File: src/rtl/snitch_icache_refill_coalescer.sv
// snitch_icache_refill_coalescer
// Tracks outstanding L0 line refills in an in-order table in front of the L1 refill
// handler. Responses from L1 pass straight through to L0 with the ID mask of the
// head entry.
// Optional feature macro: SNITCH_ICACHE_COALESCE_EN. When it is defined, a request for a
// line already in the table merges its ID into that entry and does not cost another L1
// access. When it is undefined, every request allocates and the block is a plain
// in-order tracking FIFO.
module snitch_icache_refill_coalescer #(
    parameter int unsigned FETCH_AW   = 32,
    parameter int unsigned LINE_WIDTH = 128,
    parameter int unsigned ID_WIDTH   = 2,
    parameter int unsigned DEPTH      = 4
) (
    input  logic                  clk_i,
    input  logic                  rst_ni,
    input  logic [FETCH_AW-1:0]   in_req_addr_i,
    input  logic [ID_WIDTH-1:0]   in_req_id_i,
    input  logic                  in_req_valid_i,
    output logic                  in_req_ready_o,
    output logic [FETCH_AW-1:0]   out_req_addr_o,
    output logic [ID_WIDTH-1:0]   out_req_id_o,
    output logic                  out_req_valid_o,
    input  logic                  out_req_ready_i,
    input  logic [LINE_WIDTH-1:0] out_rsp_data_i,
    input  logic                  out_rsp_error_i,
    input  logic                  out_rsp_valid_i,
    output logic                  out_rsp_ready_o,
    output logic [LINE_WIDTH-1:0] in_rsp_data_o,
    output logic                  in_rsp_error_o,
    output logic [ID_WIDTH-1:0]   in_rsp_id_o,
    output logic                  in_rsp_valid_o,
    input  logic                  in_rsp_ready_i
);

    localparam int unsigned LINE_ALIGN = $clog2(LINE_WIDTH / 8);
    localparam int unsigned TAG_W      = FETCH_AW - LINE_ALIGN;
    localparam int unsigned PTR_W      = $clog2(DEPTH);
    localparam int unsigned CNT_W      = PTR_W + 1;

    typedef logic [PTR_W-1:0] ptr_t;
    typedef logic [CNT_W-1:0] cnt_t;

    typedef struct packed {
        logic                vld;
        logic [TAG_W-1:0]    tag;
        logic [ID_WIDTH-1:0] alloc_id;
        logic [ID_WIDTH-1:0] id_mask;
    } entry_t;

    localparam cnt_t FULL = cnt_t'(DEPTH);

    entry_t [DEPTH-1:0] entries;
    ptr_t               head;
    ptr_t               send;
    ptr_t               tail;
    cnt_t               count;
    // Entries allocated but not yet issued. With the table full, send == tail holds both
    // when nothing and when everything has been issued, so the issue side keeps its own
    // count instead of comparing pointers.
    cnt_t               pend;

    logic [TAG_W-1:0]   line_tag;
    logic               match;
    ptr_t               match_idx;
    logic               req_fire;
    logic               alloc;
    logic               merge;
    logic               issue;
    logic               pop;

    assign line_tag = in_req_addr_i[FETCH_AW-1:LINE_ALIGN];

    // Tag lookup over the valid entries, lowest index wins.
    always_comb begin
        // NOTE: every output of a combinational block gets a default first, so no path
        //       leaves it unassigned and no latch is inferred.
        match     = 1'b0;
        match_idx = '0;
`ifdef SNITCH_ICACHE_COALESCE_EN
        for (int i = DEPTH - 1; i >= 0; i--) begin
            if (entries[i].vld && (entries[i].tag == line_tag)) begin
                match     = 1'b1;
                match_idx = ptr_t'(i);
            end
        end
`endif
    end

    // A request that hits the head entry while that entry is popping is still merged:
    // its ID rides on the outgoing response, so no second L1 access is made. The head
    // is therefore never dropped from the lookup, and in_req_ready_o does not depend on
    // in_rsp_ready_i.
    assign in_req_ready_o  = (count != FULL) | match;
    assign req_fire        = in_req_valid_i & in_req_ready_o;
    assign alloc           = req_fire & ~match;
    assign merge           = req_fire & match;

    assign out_req_valid_o = (pend != '0);
    assign out_req_addr_o  = {entries[send].tag, {LINE_ALIGN{1'b0}}};
    assign out_req_id_o    = entries[send].alloc_id;
    assign issue           = out_req_valid_o & out_req_ready_i;

    assign in_rsp_valid_o  = out_rsp_valid_i & (count != '0);
    assign out_rsp_ready_o = in_rsp_ready_i;
    assign in_rsp_data_o   = out_rsp_data_i;
    assign in_rsp_error_o  = out_rsp_error_i;
    assign pop             = out_rsp_valid_i & in_rsp_ready_i & (count != '0);

`ifdef SNITCH_ICACHE_COALESCE_EN
    assign in_rsp_id_o = entries[head].id_mask
                       | ((merge && (match_idx == head)) ? in_req_id_i : '0);
`else
    assign in_rsp_id_o = entries[head].alloc_id;

    // Without coalescing nothing looks up the table or grows a mask, so the valid bits
    // and masks are bookkeeping only.
    logic [DEPTH-1:0] unused_vld;
    logic [DEPTH-1:0] unused_mask;
    // Collect the bookkeeping-only fields.
    always_comb begin
        unused_vld  = '0;
        unused_mask = '0;
        for (int i = 0; i < DEPTH; i++) begin
            unused_vld[i]  = entries[i].vld;
            unused_mask[i] = ^entries[i].id_mask;
        end
    end
`endif

    // Line offset bits never reach L1; requests are always line aligned.
    logic unused_offset;
    assign unused_offset = ^in_req_addr_i[LINE_ALIGN-1:0];

    // Table, pointers and counters, all under synchronous reset.
    always_ff @(posedge clk_i) begin
        if (!rst_ni) begin
            // NOTE: the table is only DEPTH entries and its fields drive out_req_* directly,
            //       so it is reset like any other register rather than treated as a RAM.
            entries <= '0;
            head    <= '0;
            send    <= '0;
            tail    <= '0;
            count   <= '0;
            pend    <= '0;
        end else begin
            // NOTE: non-blocking assignments make every update below see the pre-edge
            //       state, independent of statement order.
            if (merge) begin
                entries[match_idx].id_mask <= entries[match_idx].id_mask | in_req_id_i;
            end
            if (alloc) begin
                entries[tail].vld      <= 1'b1;
                entries[tail].tag      <= line_tag;
                entries[tail].alloc_id <= in_req_id_i;
                entries[tail].id_mask  <= in_req_id_i;
                tail                   <= tail + ptr_t'(1);
            end
            if (issue) begin
                send <= send + ptr_t'(1);
            end
            if (pop) begin
                entries[head].vld <= 1'b0;
                head              <= head + ptr_t'(1);
            end
            case ({alloc, pop})
                2'b10:   count <= count + cnt_t'(1);
                2'b01:   count <= count - cnt_t'(1);
                default: count <= count;
            endcase
            case ({alloc, issue})
                2'b10:   pend <= pend + cnt_t'(1);
                2'b01:   pend <= pend - cnt_t'(1);
                default: pend <= pend;
            endcase
        end
    end

    // L1 may only respond while at least one issued request is outstanding.
    assert property (@(posedge clk_i) disable iff (!rst_ni)
        out_rsp_valid_i |-> ((count != '0) && (count != pend)));

endmodule

File: config.mk
export PLATFORM = sky130hd
export DESIGN_NAME = snitch_icache_refill_coalescer
export DESIGN_NICKNAME = d
export VERILOG_FILES = /design/src/rtl/snitch_icache_refill_coalescer.sv
export SDC_FILE = /design/constraint.sdc
export NUM_CORES = 1
export LEC_CHECK = 0
export BUFFER_PORTS_ARGS = -buffer_cell sky130_fd_sc_hd__clkbuf_2
export CAP_MARGIN = 25
export CORE_MARGIN = 1
export CORE_UTILIZATION = 40
export CTS_BUF_LIST = sky130_fd_sc_hd__clkbuf_16
export DETAILED_ROUTE_END_ITERATION = 8
export PLACE_DENSITY_LB_ADDON = 0.2
export SYNTH_ARGS = -nofsm -noshare
export SYNTH_HDL_FRONTEND = slang
export SYNTH_SLANG_ARGS = --single-unit
File: constraint.sdc
create_clock -name clk_i -period 4.7 [get_ports clk_i]
set_input_delay 0.235 -clock clk_i [delete_from_list [all_inputs] [get_ports clk_i]]
set_output_delay 0.235 -clock clk_i [all_outputs]
set_load 0.02 [all_outputs]
## Word-level counts from Yosys, hierarchy flattened

Index checks and enable logic that the tools add are counted.

- Register bits after elaboration: 144

- Bitwise logic cells: 5
- Reductions and logical operators: 6
- Equal/unequal tests: 5
- Mux-type cells: 25
- $lt $le $gt $ge: 5
- $add $sub $neg: 7

Operators by type and width:

| kind | number |
|---|---|
| $bwmux 132 | 5 |
| $mux 132 | 4 |
| $demux 33 s2 | 5 |
| $bmux 33 s2 | 2 |
| $mux 33 | 2 |
| $mux 32 | 2 |
| $pmux 3 s2 | 2 |
| $lt 2x3->1 const B | 3 |
| $mux 4 | 2 |
| $add 2x1->2 const B | 3 |
| $add 3x1->3 const B | 2 |
| $reduce_bool 3->1 | 2 |
| $sub 3x1->3 const B | 2 |
| $and 1x1->1 | 5 |
| $eq 2x1->1 const B | 2 |
| $eq 2x2->1 const B | 2 |
| $ge 2x1->1 const B | 2 |
| $reduce_bool 2->1 | 2 |
| $ne 3x3->1 const B | 1 |
| $logic_and 1x1->1 | 2 |
| $mux 2 | 1 |

## Depth between registers and ports, before layout

- Word-level depth: 12
- Depth in mapped cells: 10
- Mapped depth without buffers: 9

## Least setup slack after synthesis

No wires, ideal clock.

- Kind: flip-flop to flip-flop
- Start point: register count[0]
- End point: register count[2]
- Cell stages (with the launch flop): 11
- Setup slack: 2.369 ns
- Path buffers: 1
- Arrival time: 2.256 ns
- Data required time: 4.624 ns
- Period minus slack after synthesis: 2.331 ns
- Cells stage by stage: dfxtp_1 > or3b_1 > buf_6 > and2_1 > inv_2 > ha_1 > inv_1 > fa_1 > xor2_1 > or3_1 > a21boi_0

- Cells in the longest elaborated chain, start to end: 4
- Elaborated cells on any way between the ends: 10
- Classes of those cells: 2 x add/sub; 3 x eq/ne; 1 x mux; 2 x bitwise; 2 x reduce/logical

Ends and longest elaborated chain:

| element | line | RTL |
|---|---|---|
| start, declared | 57 | `cnt_t count;` |
| start signal, assigned | 167 | `2'b10: count <= count + cnt_t'(1);` |
| start signal, assigned | 168 | `2'b01: count <= count - cnt_t'(1);` |
| start signal, assigned | 169 | `default: count <= count;` |
| $ne 3x3->1 (*) | 94 | `assign in_req_ready_o = (count != FULL) \| match;` |
| net in_req_ready_o | 20 | `output logic in_req_ready_o,` |
| $and 1x1->1 (*) | 95 | `assign req_fire = in_req_valid_i & in_req_ready_o;` |
| $eq 2x1->1 or $eq 2x2->1 (tied branches) | 166 | `case ({alloc, pop})` |
| $pmux 3 s2 or $reduce_bool 2->1 (tied branches) | -- |  |

The timed path passes the listed nets; every way through them passes the cells marked *.
A chain may end at the register's enable or synchronous reset.

## Worst setup path in the final report

- Start point: register send[1]
- End point: output out_req_addr_o[4]

- Cells in the longest elaborated chain, start to end: 2

Ends and longest elaborated chain:

| element | line | RTL |
|---|---|---|
| start, declared | 55 | `ptr_t send;` |
| start signal, assigned | 160 | `send <= send + ptr_t'(1);` |
| $bmux 33 s2 | 100 | `assign out_req_addr_o = {entries[send].tag, {LINE_ALIGN{1'b0}}};` |
| $mux 32 | -- |  |
| end, declared | 21 | `output logic [FETCH_AW-1:0] out_req_addr_o,` |

No other way between the ends. The select of a mux whose other input is x is not followed.

==> results by group <==
Outcome
  – Result of the run: complete, no violations

Global routing
  – GRT Overall Usage: 0.1561
  – Maximum number of pins on one net before global-route repair: 71
  – Number of global-route vias before repair: between 4k and 5k
  – Global-route wire length before repair: approximately 22,000 microns
  – Initial antenna violation count: 0
  – Leftover overflow at the end of global routing: 0

Pwr
  – Leakage dissipation: between 2 and 3 nW
  – Total internal power: 2.113 mW
  – Overall power of the completed layout: about 3.0 mW
  – Seq pwr share: 0.444
  – Switching part of the total: 0.2904
  – Fraction of power consumed by combinational cells: 0.190
  – Peak supply drop: ~0.32 mV
  – Power density over the cells: around 440 nW/um^2
  – Clock network fraction of total power: 0.366
  – Psw: ~0.86 mW

Critical path
  – Maximum single-stage delay on the critical path: between 0.6 and 0.7 ns
  – Setup Crit Path Kind: reg -> out
  – Crit-path cells: buf_4, mux4_2, clkbuf_2
  – Top Family by Delay on Critical Path: flip-flops
  – Reg-to-Reg Start: count[2]$_SDFFE_PN0P_
  – Capturing point of the worst reg2reg path: pend[2]$_SDFFE_PN0P_
  – Number of cells on the worst reg-to-reg path: 9
  – Crit-path slowest cell: dfxtp_2
  – Endpoint required time on the critical path: roughly 4.5 ns
  – Critical Path Start Type: flip-flop
  – Critical-path maximum fanout: 17
  – Crit path capture type: output port
  – Critical path data arrival time: approximately 2.4 ns
  – Total buffers and inverters traversed by the critical path: 2
  – Reg-to-reg setup timing slack: 2.22 ns

Timing
  – Worst-margin pin slew: 1.033 ns
  – Hold Fails Final Rpt: 0
  – Max transition margin: 0.3112
  – Count of final max-slew check failures: 0
  – Least setup slack across all paths after layout: ~2.1 ns
  – Fmax achieved: around 390 MHz
  – Worst clock skew: 0.005909 ns
  – Hold slack: ~0.15 ns
  – Number of setup violations in the final report: 0
  – RSZ-0062 raised after global routing: false
  – Post-route setup TNS: 0 ns
  – Post-route minimum period: ~2.6 ns
  – Fraction of the cycle the final worst path needs: 0.5491

Drt
  – Length of the first detailed-routing pass in iterations: 4
  – Wire length per cell after detailed routing: ~16 microns
  – Number of design rule violations left after detail routing: 0
  – DR vias: between 4k and 5k
  – Via density: about 5
  – Residual antenna-violating net count after detailed routing: 0
  – Total detailed-routing wirelength: between 10,000 and 15,000 microns
  – DRT iter0 DRCs: between 150 and 200

Clock network
  – TritonCTS clock tree: built
  – Clock input transition at the sequential cells of the worst setup and hold paths: 0.05 ns
  – Max Root-Sink Buffers: 2
  – Clock Root Buffer: clkbuf_16
  – Maximum level of the CTS H-tree: 4
  – Number of gates resized after cts: 0
  – Hold-fix buffers, CTS: 0
  – Skew-Pair Late Insertion Delay: about 0.4 ns
  – Buffers inserted by post-CTS timing repair: 0
  – Number of clock sinks: approximately 130
  – Cts bufs inserted: 17

Floorplanning
  – Die Outline Area: 18,030 sq um
  – IO Count: between 300 and 400
  – Die span in y: between 100 and 150 microns
  – Die span in x: roughly 130 microns
  – Number of placement rows: between 40 and 50
  – Std-Cell Core Area: around 17,000 sq um
  – Starting density of the core: 0.4161

Logic synthesis
  – Number of flops mapped to enable cells by yosys: 0
  – Yosys reg bits: approximately 130
  – Syn Std Cell Area: about 7000 sq um
  – Flip-flop cell with the highest count after synthesis: dfxtp_1
  – Cells after synthesis: 672
  – Number of distinct library cells after synthesis: 30
  – Total of warnings raised by yosys: 0
  – Ys async rst share: 0
  – Sequential area share after synthesis: 0.3776
  – Average footprint of a synthesized cell: 10.41 sq um

Finish
  – Non-Filler Cell Area, Final: approximately 6800 sq um
  – Post-route non-filler standard cell count: between 800 and 900
  – Area growth from synthesis to layout: -3.486%
  – Fraction of final layout cells sized beyond drive strength 1: 0.2195
  – Diode insertion count for antenna repair: 0
  – # nets final: slightly below 800
  – Most common library cell in the layout ignoring fill and taps: nand2_1
  – Final core area utilization: 0.4016
  – Commonest cells after routing, fill and taps aside: nand2_1, dfxtp_1, mux2i_1, clkbuf_2, mux4_2

Hold path
  – Hold Crit Depth: 3
  – Worst min-delay path category: in -> reg
  – Hold Startpoint: in_req_addr_i[30]

Job
  – Max_cap viols: 0

Placement
  – Port-buffer cells: 71
  – Cell area after placement: ~6300 sq um
  – Weighted congestion reported at the end of routability-driven placement: between 0.6 and 0.7
  – Number of placed instances, taps included: between 700 and 800
  – Worst slack, placed: about 2.2 ns
  – Half-perimeter wire length after detailed placement: between 8000 and 9000 microns
## worst max-delay path by stage
stage                                 end             startpoint  slack (ns)  cells past startpoint
detailed placement   pend[2]$_SDFFE_PN0P_  count[2]$_SDFFE_PN0P_        2.20                      9
CTS                    out_req_addr_o[10]   send[1]$_SDFFE_PN0P_        2.04                      3
floorplan           count[2]$_SDFFE_PN0P_  count[0]$_SDFFE_PN0P_        2.37                     10
global placement    count[2]$_SDFFE_PN0P_  count[2]$_SDFFE_PN0P_        2.28                      9
global route            out_req_addr_o[4]   send[1]$_SDFFE_PN0P_        1.94                      3
finish                  out_req_addr_o[4]   send[1]$_SDFFE_PN0P_        2.12                      3
## worst reg2reg max path: stages (launching register included)
cell and delay [ns]:
dfxtp_1 0.37, or3b_1 0.47, and2_1 0.24, inv_2 0.08
ha_1 0.17, inv_1 0.06, fa_1 0.38, xor2_1 0.16
or3_1 0.32, a21boi_0 0.16
## cell usage after synthesis (2+ instances only)
library cell,count,share of area
buf_2,5,0.0036
mux2i_1,122,0.17
xnor2_1,5,0.0063
nand2_1,157,0.084
o21ai_0,4,0.0029
buf_12,12,0.034
clkbuf_1,18,0.0097
ha_1,6,0.011
fa_1,2,0.0057
dfxtp_1,132,0.38
and2_1,6,0.0054
mux4_2,32,0.10
o31a_1,2,0.0025
a21boi_0,2,0.0021
inv_1,8,0.0043
and3_4,4,0.0064
buf_4,134,0.14
buf_6,5,0.0080
xor2_1,2,0.0025
nor2b_1,2,0.0018
or3_1,3,0.0027
## layer usage
metal	vias up	global-route usage	wire length (microns)
met5	-	0	0
met4	0	0.06866	290
met3	45	0.06349	1069
met2	145	0.2355	6215
met1	1987	0.1953	5968
li1	1945	-	-
## cell type report
class | count | area [sq um]
timing repair buffer | 74 | 380.4
multi-input combinational | 359 | 2934
tap | 220 | 275.3
clock buffer | 17 | 425.4
inverter | 9 | 33.78
sequential | 132 | 2645
fill | 1658 | 10060
clock inverter | 15 | 60.06
## power by group through the flow
stage | Clock (mW) | Combinational [mW] | Sequential [mW]
after global routing | 1.18 | 0.616 | 1.34
after detailed placement | 0 | 0.577 | 1.35
after floorplan | 0 | 0.680 | 1.26
final | 1.09 | 0.566 | 1.32
after global placement | 0 | 0.565 | 1.34
after CTS | 1.12 | 0.579 | 1.32
## cells by family (layout without fill, tap and decap cells)
logic type	Yosys count	count (layout)	synth area share
buffers and inverters	184	115	0.2047
other	1	4	0.0005359
AND/OR/NAND/NOR	175	175	0.1035
XOR/XNOR	7	7	0.008761
adder cells (fa/ha/maj)	8	8	0.01645
flip-flops	132	132	0.3776
AO/OA/AOI/OAI	11	11	0.01091
multiplexers	154	154	0.2775
Power figures use the tool's default switching activity.
